File: src/rtl/ps2_key_decoder_if.sv
// Signal bundle between a PS/2 device and the Pong key decoder.
// The device side (master) drives the raw PS/2 lines. The decoder side (slave) returns key and byte status.
interface ps2_key_decoder_if;
    logic       ps2_clk;
    logic       ps2_dat;
    logic [7:0] key1_code;
    logic [7:0] key2_code;
    logic [7:0] rx_byte;
    logic       rx_valid;
    logic       frame_err;

    modport master (
        output ps2_clk, ps2_dat,
        input  key1_code, key2_code, rx_byte, rx_valid, frame_err
    );

    modport slave (
        input  ps2_clk, ps2_dat,
        output key1_code, key2_code, rx_byte, rx_valid, frame_err
    );
endinterface

File: src/rtl/ps2_key_decoder.sv
// PS/2 device-to-host deframer plus make/break tracking for the two Pong paddle key pairs.
// Player 1 uses W/S. Player 2 uses the extended Up/Down keys.
module ps2_key_decoder #(
    parameter int FILTER_LEN  = 8,
    parameter int TIMEOUT_CYC = 100000
) (
    input  logic               sys_clk,
    input  logic               sys_rst_n,
    ps2_key_decoder_if.slave   bus
);
    localparam int FLT_W = (FILTER_LEN > 1) ? $clog2(FILTER_LEN) : 1;
    localparam int TO_W  = $clog2(TIMEOUT_CYC + 1);

    localparam logic [7:0] CODE_EXT  = 8'hE0;
    localparam logic [7:0] CODE_BRK  = 8'hF0;
    localparam logic [7:0] CODE_W    = 8'h1D;
    localparam logic [7:0] CODE_S    = 8'h1B;
    localparam logic [7:0] CODE_UP   = 8'h75;
    localparam logic [7:0] CODE_DOWN = 8'h72;

    typedef enum logic [1:0] {F_IDLE, F_DATA, F_PARITY, F_STOP} frame_state_t;
    typedef enum logic [1:0] {B_NORMAL, B_EXT, B_BRK, B_EXT_BRK} byte_state_t;

    logic             clk_s1, clk_s2, dat_s1, dat_s2;
    logic             clk_filt;
    logic [FLT_W-1:0] flt_cnt;
    logic             fall;

    frame_state_t     fstate;
    logic [2:0]       bit_cnt;
    logic [7:0]       shift_q;
    logic             par_bit;
    logic [TO_W-1:0]  to_cnt;
    logic [7:0]       rx_byte_q;
    logic             rx_valid_q, frame_err_q;

    byte_state_t      bstate, bstate_n;
    logic             w_p, s_p, up_p, dn_p;
    logic             w_n, s_n, up_n, dn_n;
    logic             last1, last2, last1_n, last2_n;  // last1: 1 = S, last2: 1 = Down
    logic [7:0]       key1_q, key2_q, key1_n, key2_n;

    // NOTE: sequential state uses non-blocking assignments only, so every flop samples pre-edge values.
    always_ff @(posedge sys_clk or negedge sys_rst_n) begin
        if (!sys_rst_n) begin
            clk_s1   <= 1'b1;
            clk_s2   <= 1'b1;
            dat_s1   <= 1'b1;
            dat_s2   <= 1'b1;
            clk_filt <= 1'b1;
            flt_cnt  <= '0;
        end else begin
            clk_s1 <= bus.ps2_clk;
            clk_s2 <= clk_s1;
            dat_s1 <= bus.ps2_dat;
            dat_s2 <= dat_s1;
            if (clk_s2 == clk_filt) begin
                flt_cnt <= '0;
            end else if (flt_cnt == FLT_W'(FILTER_LEN - 1)) begin
                clk_filt <= clk_s2;
                flt_cnt  <= '0;
            end else begin
                flt_cnt <= flt_cnt + FLT_W'(1);
            end
        end
    end

    // The falling edge is flagged in the same cycle the filter commits to 0, alongside the synchronized data.
    assign fall = clk_filt && !clk_s2 && (flt_cnt == FLT_W'(FILTER_LEN - 1));

    always_ff @(posedge sys_clk or negedge sys_rst_n) begin
        if (!sys_rst_n) begin
            fstate      <= F_IDLE;
            bit_cnt     <= '0;
            shift_q     <= '0;
            par_bit     <= 1'b0;
            to_cnt      <= '0;
            rx_byte_q   <= '0;
            rx_valid_q  <= 1'b0;
            frame_err_q <= 1'b0;
        end else begin
            rx_valid_q  <= 1'b0;
            frame_err_q <= 1'b0;
            if (fall) begin
                to_cnt <= '0;
                unique case (fstate)
                    F_IDLE: begin
                        if (!dat_s2) begin
                            fstate  <= F_DATA;
                            bit_cnt <= '0;
                        end else begin
                            frame_err_q <= 1'b1;
                        end
                    end
                    F_DATA: begin
                        shift_q <= {dat_s2, shift_q[7:1]};
                        bit_cnt <= bit_cnt + 3'd1;
                        if (bit_cnt == 3'd7) fstate <= F_PARITY;
                    end
                    F_PARITY: begin
                        par_bit <= dat_s2;
                        fstate  <= F_STOP;
                    end
                    F_STOP: begin
                        if (dat_s2 && (^{shift_q, par_bit})) begin
                            rx_byte_q  <= shift_q;
                            rx_valid_q <= 1'b1;
                        end else begin
                            frame_err_q <= 1'b1;
                        end
                        fstate <= F_IDLE;
                    end
                    default: fstate <= F_IDLE;
                endcase
            end else if (fstate != F_IDLE) begin
                if (to_cnt == TO_W'(TIMEOUT_CYC - 1)) begin
                    fstate <= F_IDLE;
                    to_cnt <= '0;
                end else begin
                    to_cnt <= to_cnt + TO_W'(1);
                end
            end else begin
                to_cnt <= '0;
            end
        end
    end

    // NOTE: every always_comb output gets a default first, so no path can infer a latch.
    always_comb begin
        bstate_n = bstate;
        w_n      = w_p;
        s_n      = s_p;
        up_n     = up_p;
        dn_n     = dn_p;
        last1_n  = last1;
        last2_n  = last2;
        if (rx_valid_q) begin
            unique case (bstate)
                B_NORMAL: begin
                    if (rx_byte_q == CODE_EXT) bstate_n = B_EXT;
                    else if (rx_byte_q == CODE_BRK) bstate_n = B_BRK;
                    else if (rx_byte_q == CODE_W) begin
                        if (!w_p) last1_n = 1'b0;
                        w_n = 1'b1;
                    end else if (rx_byte_q == CODE_S) begin
                        if (!s_p) last1_n = 1'b1;
                        s_n = 1'b1;
                    end
                end
                B_EXT: begin
                    bstate_n = B_NORMAL;
                    if (rx_byte_q == CODE_BRK) bstate_n = B_EXT_BRK;
                    else if (rx_byte_q == CODE_UP) begin
                        if (!up_p) last2_n = 1'b0;
                        up_n = 1'b1;
                    end else if (rx_byte_q == CODE_DOWN) begin
                        if (!dn_p) last2_n = 1'b1;
                        dn_n = 1'b1;
                    end
                end
                B_BRK: begin
                    bstate_n = B_NORMAL;
                    if (rx_byte_q == CODE_W) w_n = 1'b0;
                    else if (rx_byte_q == CODE_S) s_n = 1'b0;
                end
                B_EXT_BRK: begin
                    bstate_n = B_NORMAL;
                    if (rx_byte_q == CODE_UP) up_n = 1'b0;
                    else if (rx_byte_q == CODE_DOWN) dn_n = 1'b0;
                end
                default: bstate_n = B_NORMAL;
            endcase
        end

        if (w_n && s_n)  key1_n = last1_n ? CODE_S : CODE_W;
        else if (w_n)    key1_n = CODE_W;
        else if (s_n)    key1_n = CODE_S;
        else             key1_n = 8'h00;

        if (up_n && dn_n) key2_n = last2_n ? CODE_DOWN : CODE_UP;
        else if (up_n)    key2_n = CODE_UP;
        else if (dn_n)    key2_n = CODE_DOWN;
        else              key2_n = 8'h00;
    end

    always_ff @(posedge sys_clk or negedge sys_rst_n) begin
        if (!sys_rst_n) begin
            bstate <= B_NORMAL;
            w_p    <= 1'b0;
            s_p    <= 1'b0;
            up_p   <= 1'b0;
            dn_p   <= 1'b0;
            last1  <= 1'b0;
            last2  <= 1'b0;
            key1_q <= '0;
            key2_q <= '0;
        end else begin
            bstate <= bstate_n;
            w_p    <= w_n;
            s_p    <= s_n;
            up_p   <= up_n;
            dn_p   <= dn_n;
            last1  <= last1_n;
            last2  <= last2_n;
            key1_q <= key1_n;
            key2_q <= key2_n;
        end
    end

    assign bus.key1_code = key1_q;
    assign bus.key2_code = key2_q;
    assign bus.rx_byte   = rx_byte_q;
    assign bus.rx_valid  = rx_valid_q;
    assign bus.frame_err = frame_err_q;
endmodule

File: src/flat_wrapper.sv
// flat-port wrapper written by rule: the top's interface ports become plain ports
module ps2_key_decoder_flat 
#(
    parameter int FILTER_LEN  = 8,
    parameter int TIMEOUT_CYC = 100000
)
  (sys_clk, sys_rst_n, bus_ps2_clk, bus_ps2_dat, bus_key1_code, bus_key2_code, bus_rx_byte, bus_rx_valid, bus_frame_err);
  ps2_key_decoder_if bus_i ();
  input  logic sys_clk;
  input  logic sys_rst_n;
  input wire logic [$bits(bus_i.ps2_clk)-1:0] bus_ps2_clk;
  input wire logic [$bits(bus_i.ps2_dat)-1:0] bus_ps2_dat;
  output wire logic [$bits(bus_i.key1_code)-1:0] bus_key1_code;
  output wire logic [$bits(bus_i.key2_code)-1:0] bus_key2_code;
  output wire logic [$bits(bus_i.rx_byte)-1:0] bus_rx_byte;
  output wire logic [$bits(bus_i.rx_valid)-1:0] bus_rx_valid;
  output wire logic [$bits(bus_i.frame_err)-1:0] bus_frame_err;
  assign bus_i.ps2_clk = bus_ps2_clk;
  assign bus_i.ps2_dat = bus_ps2_dat;
  assign bus_key1_code = bus_i.key1_code;
  assign bus_key2_code = bus_i.key2_code;
  assign bus_rx_byte = bus_i.rx_byte;
  assign bus_rx_valid = bus_i.rx_valid;
  assign bus_frame_err = bus_i.frame_err;
  ps2_key_decoder #(.FILTER_LEN(FILTER_LEN), .TIMEOUT_CYC(TIMEOUT_CYC)) u_core (.sys_clk(sys_clk), .sys_rst_n(sys_rst_n), .bus(bus_i));
endmodule
File: config.mk
export PLATFORM = sky130hd
export DESIGN_NAME = ps2_key_decoder_flat
export DESIGN_NICKNAME = d
export VERILOG_FILES = /design/src/rtl/ps2_key_decoder_if.sv /design/src/rtl/ps2_key_decoder.sv /design/src/flat_wrapper.sv
export SDC_FILE = /design/constraint.sdc
export NUM_CORES = 1
export LEC_CHECK = 0
export ABC_AREA = 1
export CAP_MARGIN = 10
export CORE_UTILIZATION = 25
export DETAILED_ROUTE_END_ITERATION = 8
export DONT_BUFFER_PORTS = 1
export GPL_TIMING_DRIVEN = 0
export PLACE_DENSITY = 0.39
export SYNTH_ARGS = -nofsm -noshare
export SYNTH_HDL_FRONTEND = slang
export SYNTH_SLANG_ARGS = --single-unit
File: constraint.sdc
create_clock -name sys_clk -period 4.2 [get_ports sys_clk]
set_input_delay 0.84 -clock sys_clk [delete_from_list [all_inputs] [get_ports sys_clk]]
set_output_delay 0.84 -clock sys_clk [all_outputs]
set_load 0.02 [all_outputs]
==> run_results.csv <==
group,metric,value,unit
worst_setup_path,most_numerous_cell_on_the_critical_path,"ha_1",
detailed_routing,dr_total_vias,2518,
min_path,min_path_type,"primary input to async pin",
sta,rsz0062_at_grt,"no",
worst_setup_path,worstPathRequired,4390,ps
grt,gr-usage-all-layers,0.112,
grt,number_of_global_route_vias_before_repair,2495,
logic_synthesis,netlist_instances,397,
logic_synthesis,ys_types,40,
grt,grt_start_max_net_pins,64,
grt,grt_pass1_wl,11600,µm
layout,syn2layout_area_growth,15.2,%
worst_setup_path,critical_path.max_stage_delay,370,ps
sta,post-route-min-period,1930,ps
logic_synthesis,synth_warnings,0,
pwr,power_frac_seq,0.471,
pwr,pwr-share-clk,0.495,
sta,clock.fmax,518,MHz
placed_design,numPortBuffers,0,
logic_synthesis,synth.avg_cell_area,8.22,µm²
layout,multi_input_comb_area,0.00139,mm²
worst_setup_path,worst-path-buf-inv,2,
detailed_routing,drt_pass1_iterations,4,
logic_synthesis,post_synthesis_register_bit_count,63,
floorplanning,core_area,0.0127,mm²
grt,overflow,0,
clock_network,clk_transition_reported_paths,50,ps
clock_network,number_of_h_tree_levels,3,
worst_setup_path,critical-path-slowest-cell,"dfrtp_1",
pwr,report.power.total,1.35,mW
floorplanning,chipWidth,116,µm
worst_setup_path,cp_cell_sequence,"ha_1 -> ha_1 -> nand2_1 -> inv_2 -> nand2_2 -> clkbuf_1 -> o21ai_0",
pwr,irDropWorstVdd,0.147,mV
floorplanning,initial_utilization,0.258,
pwr,p_int,1.07,mW
sta,slew-limit-headroom,0.575,
placed_design,dp_hpwl,4830,µm
clock_network,cts_tree,"yes",
sta,number_of_slew_limit_violations_in_the_final_report,0,
logic_synthesis,most_common_flop_cell_mapped_by_yosys,"dfrtp_1",
clock_network,insertion_delay,330,ps
detailed_routing,detail_route.drc_violations,0,
worst_setup_path,crit_type,"flip-flop to flip-flop",
logic_synthesis,post_synthesis_sequential_area_ratio,0.485,
detailed_routing,route.detailed.wl_per_inst,11.6,µm
worst_setup_path,crit_path_max_fanout,10,
detailed_routing,route.antenna.remaining_nets,0,
worst_setup_path,crit_path_start_kind,"flip-flop",
logic_synthesis,synth.cell_area,0.00326,mm²
sta,finalSetupViolations,0,
clock_network,cts-buffers-inserted,9,
layout,layout.filler_cells,1346,
layout,final_layout_size_suffix_gt1_frac,0.118,
floorplanning,io-pin-count,30,
detailed_routing,detail_route.wirelength,6810,µm
pwr,switching_share,0.208,
placed_design,finalWeightedCongestion,0.756,
clock_network,ctsResizeCount,0,
layout,antenna-diode-count,0,
pwr,cellLeakagePower,1.77,nW
outcome,status,"finished, final reports clean",
logic_synthesis,synth-async-reset-ratio,1.00,
pwr,share_comb_of_total_power,0.034,
sta,finalSetupTns,0,ps
worst_setup_path,timing.critical_path.to_type,"flip-flop",
layout,finish.net_count,426,
layout,regArea,0.00158,mm²
sta,hold_viol_final,0,
pwr,power_per_cell_area,360,mW/mm²
floorplanning,floorplan.die.height,116,µm
detailed_routing,drtIter0Drc,123,
clock_network,tritoncts_num_sinks,63,
clock_network,cts_post_setup_buffers_inserted,0,
worst_setup_path,worstPathArrival,2120,ps
job,maxCapViolations,0,
clock_network,cts-root-buf,"clkbuf_16",
sta,worst_margin_pin_slew,635,ps
worst_setup_path,timing.critical_path.max_delay_family,"buffers and inverters",
floorplanning,die_area,0.0135,mm²
sta,post-route-period-util,0.460,
floorplanning,row_count,41,
pwr,switching_component_of_the_power,282,µW
sta,fin_skew,5.59,ps
detailed_routing,via_per_inst,4.29,
logic_synthesis,synth-edff-count,0,
clock_network,cts_hold_buffers,0,
grt,grt_antenna_before_repair,0,
clock_network,cts_max_path_buffers,2,
## final timing paths
path	from	endpoint	slack, ps	cells past startpoint
max	u_core.flt_cnt[0]	u_core.shift_q[2]	2270	7
max in group asynchronous	sys_rst_n	u_core.dat_s1	3800	0
max reg2reg	u_core.flt_cnt[0]	u_core.shift_q[2]	2270	7
min in group sys_clk	u_core.clk_s1	u_core.clk_s2	350	0
min	sys_rst_n	u_core.flt_cnt[2]	210	0
min reg2reg	u_core.clk_s1	u_core.clk_s2	350	0
## power by group through the flow
stage	sequential [mW]	clock, mW	combinational (mW)
3_5_place_dp	0.648	0	0.0469
6_report	0.637	0.671	0.0460
2_1_floorplan	0.646	0	0.0397
5_1_grt	0.639	0.723	0.0553
4_1_cts	0.637	0.707	0.0472
3_3_place_gp	0.647	0	0.0446
## cells in the final DEF, fill, tap and decap left out, types with 3 or more instances in the layout
cell       netlist  final
nand3_1         20     20
nor3_1          10     10
dfstp_2          5      5
buf_4           10     10
nand4_1         17     17
inv_2            3      3
nor2_1          35     35
clkbuf_16        0      9
clkbuf_1         2      4
nor3b_1          6      6
o21ai_0         21     21
dfrtp_1         58     58
conb_1           1      5
inv_1           53     53
xor2_1           3      3
a21oi_1          3      3
nor4_1           3      3
nand2_1        106    106
nor3_2           3      3
ha_1            10     10
## metrics by stage
step                      instances  hold slack [ps]  worst slack, ps  area [µm²]   util
final                           587              212             2270        3760  0.297
after detailed placement        573              347             2230        3490  0.276
after global routing            587              190             1990        3760  0.297
after global placement          573              346             2280        3490  0.276
after CTS                       587              191             2220        3760  0.297
after floorplan                 401              345             2580        3280      -
## cell families after synthesis
family	after synthesis	synth area share
AOI/OAI and AO/OA	36	0.0682
xor gates and xnor gates	3	0.00805
and+or+nand+nor	214	0.307
buffers and inverters	70	0.0928
DFF	63	0.485
adders and majority gates	10	0.0383
other	1	0.00115
## synthesized netlist by cell type (5+ instances only)
cell type	instances	share of area
dfrtp_1	58	0.44
buf_4	10	0.023
dfstp_2	5	0.040
nor3_1	10	0.015
nand4_1	17	0.033
ha_1	10	0.038
nand3_1	20	0.031
o21ai_0	21	0.032
nand2_1	106	0.12
nor2_1	35	0.040
inv_1	53	0.061
nor3b_1	6	0.014
## area by class of cell
| class | instances | area share |
|---|---|---|
| sequential | 63 | 0.421 |
| multi-input combinational | 268 | 0.371 |
| clock buffer | 13 | 0.0692 |
| tap | 172 | 0.0572 |
| inverter | 56 | 0.0559 |
| buffer | 14 | 0.0246 |
| clock inverter | 1 | 0.00133 |
## worst register-to-register path, stage by stage, from the launching register on
cell,delay [ps]
dfrtp_1,370
ha_1,200
ha_1,220
nand2_1,190
inv_2,120
nand2_2,190
clkbuf_1,360
o21ai_0,140
## metal layers
| layer | vias to the layer above | GRT usage | part of all wire |
|---|---|---|---|
| met1 | 1183 | 0.144 | 0.50 |
| met3 | 7 | 0.0317 | 0.031 |
| met5 | - | 0 | 0 |
| met2 | 32 | 0.174 | 0.45 |
| met4 | 0 | 0.0538 | 0.018 |
| li1 | 1296 | - | - |
## sequential cells by signal, summed over array words and instances (netlist names), 2 cells and up
name	cells
u_core.fstate	2
u_core.flt_cnt	3
u_core.bit_cnt	3
u_core.bstate	2
u_core.bus.rx_byte	8
u_core.to_cnt	17
u_core.bus.key2_code	3
u_core.shift_q	8
u_core.bus.key1_code	3
Note: power is estimated with default switching activity, not from simulation.
